$ cat config.mk
export PLATFORM = sky130hd
export DESIGN_NAME = seq_addsub
export DESIGN_NICKNAME = d
export VERILOG_FILES = /design/src/rtl/seq_addsub.sv
export SDC_FILE = /design/constraint.sdc
export NUM_CORES = 1
export LEC_CHECK = 0
export CORE_UTILIZATION = 51
export DETAILED_ROUTE_END_ITERATION = 6
export GPL_TIMING_DRIVEN = 0
export HOLD_SLACK_MARGIN = 0.1
export PLACE_DENSITY = 0.79
export SLEW_MARGIN = 20
export SYNTH_ARGS = -nofsm -noshare
export SYNTH_HDL_FRONTEND = slang
export SYNTH_SLANG_ARGS = --single-unit
$ cat constraint.sdc
create_clock -name clk -period 2 [get_ports clk]
set_clock_uncertainty 0.15 [all_clocks]
set_input_delay 0.4 -clock clk [delete_from_list [all_inputs] [get_ports clk]]
set_output_delay 0.4 -clock clk [all_outputs]
set_load 0.01 [all_outputs]
$ cat src/rtl/seq_addsub.sv
// seq_addsub: multi-cycle signed/unsigned adder-subtractor.
//
// A WIDTH-bit add or subtract is computed in SLICE-bit ripple slices,
// one slice per clock. A carry register links the slices. On an accepted
// operation the block takes N = WIDTH/SLICE compute cycles. The result is
// then held until the consumer takes it.
//
// Optional build macro:
//   ADDSUB_SAT_EN - on signed overflow the final sum is replaced by the
//                   signed saturation value. ovf and c_out still report
//                   the raw result.
//
// Ports:
//   clk        rising-edge clock
//   rst_n      asynchronous active-low reset
//   in_valid   operands and mode valid
//   in_ready   block can accept an operation (IDLE)
//   A, B       WIDTH-bit operands
//   mode       0 = A+B, 1 = A-B
//   out_valid  result valid (DONE)
//   out_ready  consumer accepts result
//   sum        WIDTH-bit result
//   c_out      carry out of the MSB (for subtract, 1 = no borrow)
//   ovf        two's-complement overflow
module seq_addsub #(
    parameter int WIDTH = 16,
    parameter int SLICE = 4
) (
    input  logic             clk,
    input  logic             rst_n,
    input  logic             in_valid,
    output logic             in_ready,
    input  logic [WIDTH-1:0] A,
    input  logic [WIDTH-1:0] B,
    input  logic             mode,
    output logic             out_valid,
    input  logic             out_ready,
    output logic [WIDTH-1:0] sum,
    output logic             c_out,
    output logic             ovf
);

    localparam int N  = WIDTH / SLICE;
    localparam int CW = (N > 1) ? $clog2(N) : 1;
    localparam logic [CW-1:0] LAST = CW'(N - 1);

    typedef enum logic [1:0] {
        IDLE,
        CALC,
        DONE
    } state_t;

    state_t state, state_nxt;

    logic [WIDTH-1:0] a_reg;
    logic [WIDTH-1:0] b_reg;
    logic             carry;
    logic [CW-1:0]    cnt;

    logic [SLICE-1:0] sl_a;
    logic [SLICE-1:0] sl_b;
    logic [SLICE:0]   sl_full;
    logic [SLICE-1:0] sl_sum;
    logic             sl_cout;
    logic             sl_ovf;
    logic             last;
    logic [WIDTH-1:0] sum_shift;

    // The operand registers shift right one slice per CALC cycle, so the
    // active slice is always in the low bits. The result shifts in from the
    // top, and after N cycles it lands in place. This avoids a
    // counter-indexed part-select.
    always_comb begin
        sl_a      = a_reg[SLICE-1:0];
        sl_b      = b_reg[SLICE-1:0];
        sl_full   = {1'b0, sl_a} + {1'b0, sl_b} + {{SLICE{1'b0}}, carry};
        sl_sum    = sl_full[SLICE-1:0];
        sl_cout   = sl_full[SLICE];
        // Carry into the MSB is a^b^s at that bit. ovf = carry_in ^ carry_out.
        sl_ovf    = sl_a[SLICE-1] ^ sl_b[SLICE-1] ^ sl_sum[SLICE-1] ^ sl_cout;
        sum_shift = (WIDTH'(sl_sum) << (WIDTH - SLICE)) | (sum >> SLICE);
        last      = (cnt == LAST);
    end

`ifdef ADDSUB_SAT_EN
    logic [WIDTH-1:0] sat_val;

    // On the final slice, sl_a[SLICE-1] is the sign bit of A.
    always_comb begin
        sat_val = sl_a[SLICE-1] ? {1'b1, {(WIDTH-1){1'b0}}}
                                : {1'b0, {(WIDTH-1){1'b1}}};
    end
`endif

    always_ff @(posedge clk or negedge rst_n) begin
        if (!rst_n) begin
            state <= IDLE;
        end else begin
            state <= state_nxt;
        end
    end

    always_comb begin
        state_nxt = state;
        in_ready  = 1'b0;
        out_valid = 1'b0;
        case (state)
            IDLE: begin
                in_ready = 1'b1;
                if (in_valid) state_nxt = CALC;
            end
            CALC: begin
                if (last) state_nxt = DONE;
            end
            DONE: begin
                out_valid = 1'b1;
                if (out_ready) state_nxt = IDLE;
            end
            default: state_nxt = IDLE;
        endcase
    end

    always_ff @(posedge clk or negedge rst_n) begin
        if (!rst_n) begin
            a_reg <= '0;
            b_reg <= '0;
            carry <= 1'b0;
            cnt   <= '0;
            sum   <= '0;
            c_out <= 1'b0;
            ovf   <= 1'b0;
        end else begin
            case (state)
                IDLE: begin
                    if (in_valid) begin
                        a_reg <= A;
                        b_reg <= mode ? ~B : B;
                        carry <= mode;
                        cnt   <= '0;
                    end
                end
                CALC: begin
                    a_reg <= a_reg >> SLICE;
                    b_reg <= b_reg >> SLICE;
                    carry <= sl_cout;
                    sum   <= sum_shift;
                    if (last) begin
                        cnt   <= '0;
                        c_out <= sl_cout;
                        ovf   <= sl_ovf;
`ifdef ADDSUB_SAT_EN
                        if (sl_ovf) sum <= sat_val;
`endif
                    end else begin
                        cnt <= cnt + 1'b1;
                    end
                end
                default: ;
            endcase
        end
    end

endmodule

==> results.txt <==
----------------------------------------------------
[Routing]
  Total Routed Length ... 5680 um
  Routed WL per cell ... 14.3 um
  Post-detailed-route count of antenna-violating nets ... 0
  Avg Vias per Cell ... 5.32
  Detailed-router iteration count before antenna repair ... 4
  Via count ... 2111
  Number of DRC violations after detailed-routing iteration 0 ... 112
  DRC Markers ... 0

[Timing]
  F_max ... around 0.52 GHz
  Worst slew margin relative to its limit ... 0.548
  Endpoints failing hold ... 0
  Final clock period utilization by the worst path ... 0.955
  Actual transition at the worst max-transition pin ... slightly below 700 ps
  Minimum clock period ... 1910 ps
  RSZ-0062 raised after global routing ... no
  Count of pins over their slew limit ... 0
  Final Setup Violations ... 0
  Setup TNS ... 0 ps
  Crit path setup slack, layout ... 89.9 ps

[Min path]
  Worst Hold Launch ... sum[1]
  Kind of path behind the tightest hold check ... flop to flop
  Sink of the worst hold path ... sum[1]
  Hold Path Stages ... 2

[Die]
  Initial Utilization ... 0.535
  Area of the core region ... a little over 0.005 mm2
  Height of the die ... 75.4 um
  Cell row count ... 26
  Die Span X ... 75.4 um
  Count of pins on the block boundary ... 57
  Die footprint ... 0.00569 mm2

[Yosys]
  Synth cell types ... 32
  Seq cells post-synth ... 55
  Number of standard cells after synthesis ... 263
  Post-synth design cell area ... 0.00275 mm2
  Average instance area after synthesis ... approximately 10 um2
  Warning count from the yosys run ... 0
  Sequential element share of the synthesized area ... 0.501
  Post-synth top flop ... sky130_fd_sc_hd__dfrtp_1
  Synth async-reset ratio ... 1.00
  Post-Synthesis Net Count ... 306
  EDFF count, synth ... 0

[Global route]
  Antenna violations before repair ... 0
  Gr usage total ... 0.221
  First-pass GRT wire length ... 9310 um
  Number of global-route vias before repair ... approximately 2000
  Gr ovfl total ... 0
  Maximum number of pins on one net before global-route repair ... 56

[Clock network]
  Clock tree from TritonCTS ... yes
  Inserted Clock Buffers ... 5
  Max Root-Sink Buffers ... 2
  Clock sink count ... 55
  Clock-pin slew on the worst setup and hold paths ... 90 ps
  Master cell of the clock root buffer ... sky130_fd_sc_hd__clkbuf_8
  H-tree lvl count ... 2
  Clock insertion delay at the later pin of the skew report ... 310 ps

[Setup path]
  Crit start category ... flop
  Worst-path maximum fanout ... 3
  CP bufs+invs ... 1
  Worst path arrival time ... 1960 ps
  Critical path, cell by cell ... fa_1 -> inv_1 -> fa_2 -> nand2b_1 -> o2bb2ai_2 -> xnor2_1 -> o21ai_1
  Setup slack on the worst flop-to-flop path ... 90 ps
  CP endpoint kind ... flop
  CP delay by family, top ... adder cells
  Worst endpoint required time ... roughly 2100 ps
  Library cell contributing the largest single delay on the critical path ... sky130_fd_sc_hd__fa_1
  Reg-to-reg endpoint ... ovf
  Worst path max stage delay ... 450 ps
  Crit Path Category ... flop to flop
  Origin of the critical flop-to-flop path ... a_reg[0]
  R2R cell count ... 7

[Cells and area]
  Number of non-filler instances in the completed layout ... 397
  Antenna diode count ... 0
  Layout cells sized above 1 ... 0.162
  Final cell area excluding filler cells ... 0.00354 mm2
  Final net count ... 369
  Commonest non-fill, non-tap cell in the layout ... sky130_fd_sc_hd__nand2_1
  Synthesis-to-layout area growth ... 28.9%
  Leading cell types in the layout, fill and taps excluded ... 58 x sky130_fd_sc_hd__nand2_1, 55 x sky130_fd_sc_hd__dfrtp_1, 52 x sky130_fd_sc_hd__clkdlybuf4s50_1, 18 x sky130_fd_sc_hd__a21oi_1, 13 x sky130_fd_sc_hd__o22ai_1

[Pwr]
  Maximum vdd drop ... 676 uV
  Total Power ... 5.58 mW
  Power density normalized to cell area ... 1570 mW/mm2
  Leak ... 1.56 nW

[Placed design]
  Placed cell count ... 388
  Port-buffer cells ... 55
  Placed wire-length estimate after detailed placement ... roughly 4200 um
  Gp weighted congestion ... 0.756
  Setup WS pre-CTS ... -15.4 ps
  Placed Area ... 0.00338 mm2

[Outcome]
  Run status ... finished clean

[Flow run]
  Number of violations of the max-capacitance limit ... 0

----------------------------------------------------
[synthesized netlist by cell type, types with 6 or more instances]
library cell,number,area (um2)
sky130_fd_sc_hd__nand2_1,58,218
sky130_fd_sc_hd__dfrtp_1,55,1380
sky130_fd_sc_hd__a21oi_1,18,90.1
sky130_fd_sc_hd__o22ai_1,13,81.3
sky130_fd_sc_hd__xnor2_1,10,87.6
sky130_fd_sc_hd__a22oi_2,9,113
sky130_fd_sc_hd__xor2_1,9,78.8
sky130_fd_sc_hd__a22o_1,8,70.1
sky130_fd_sc_hd__nor2_1,8,30.0
sky130_fd_sc_hd__nor2b_1,8,50.1
sky130_fd_sc_hd__o21ai_0,8,40.0
sky130_fd_sc_hd__o21ai_2,8,70.1
sky130_fd_sc_hd__buf_4,6,45.0
sky130_fd_sc_hd__o22a_1,6,52.6
[what timing repair did]
action / in CTS / in global routing
setup buffers: 1 / 2
endpoints found under the setup margin: 2 / 1
hold endpoints to repair: 55 / 0
hold buffers: 1 / 0
resized for setup: 3 / 2
[metal layers]
metal	up-vias	global-route usage	share of wire
met5	-	0	0
li1	1032	-	-
met3	10	0.0317	0.035
met1	1004	0.289	0.44
met2	65	0.381	0.51
met4	0	0.0720	0.016
[cell families (layout without fill, tap and decap cells)]
family / count (synthesis) / count (layout) / share of synthesized area
AO/OA/AOI/OAI: 79 / 79 / 0.216
XOR/XNOR: 19 / 19 / 0.0605
adder cells (fa/ha/maj): 6 / 6 / 0.0328
buffers and inverters: 23 / 87 / 0.0610
flip-flops: 55 / 55 / 0.501
AND/OR/NAND/NOR: 81 / 81 / 0.129
[tightest hold or removal path, stage by stage, from the launching register on]
cell and delay, ps:
sky130_fd_sc_hd__dfrtp_1 350, sky130_fd_sc_hd__nand2_1 50, sky130_fd_sc_hd__nand2_1 50
[metrics by stage]
step	hold WS [ps]	util
finish	331	0.690
global placement	307	0.659
detailed placement	311	0.658
CTS	334	0.685
global route	366	0.690
floorplan	-45.6	-
[cell type report]
type / count / area [um2]
fillers: 399 / 1600
flip-flops and latches: 55 / 1380
multi-input cells: 185 / 1210
repair buffers: 59 / 578
plain buffers: 14 / 134
well taps: 70 / 87.6
clock buffers: 6 / 72.6
clock inverters: 2 / 60.1
inverters: 6 / 22.5
[power breakdown]
group          total, mW  internal (mW)  switching (mW)
Combinational       2.76           1.33            1.43
Clock              0.858          0.500           0.358
Sequential          1.96           1.62           0.343
Total               5.58           3.45            2.13
[worst max path at each step]
stage / start / to / slack (ps) / depth (start not counted)
floorplan: a_reg[0] / ovf / 200 / 7
global placement: rst_n / b_reg[14] / -1270 / 1
detailed placement: state[1] / in_ready / -20 / 4
CTS: a_reg[0] / ovf / 0.2 / 7
global route: a_reg[0] / ovf / 3 / 7
finish: a_reg[0] / ovf / 90 / 7
Note: power is estimated with default switching activity, not from simulation.
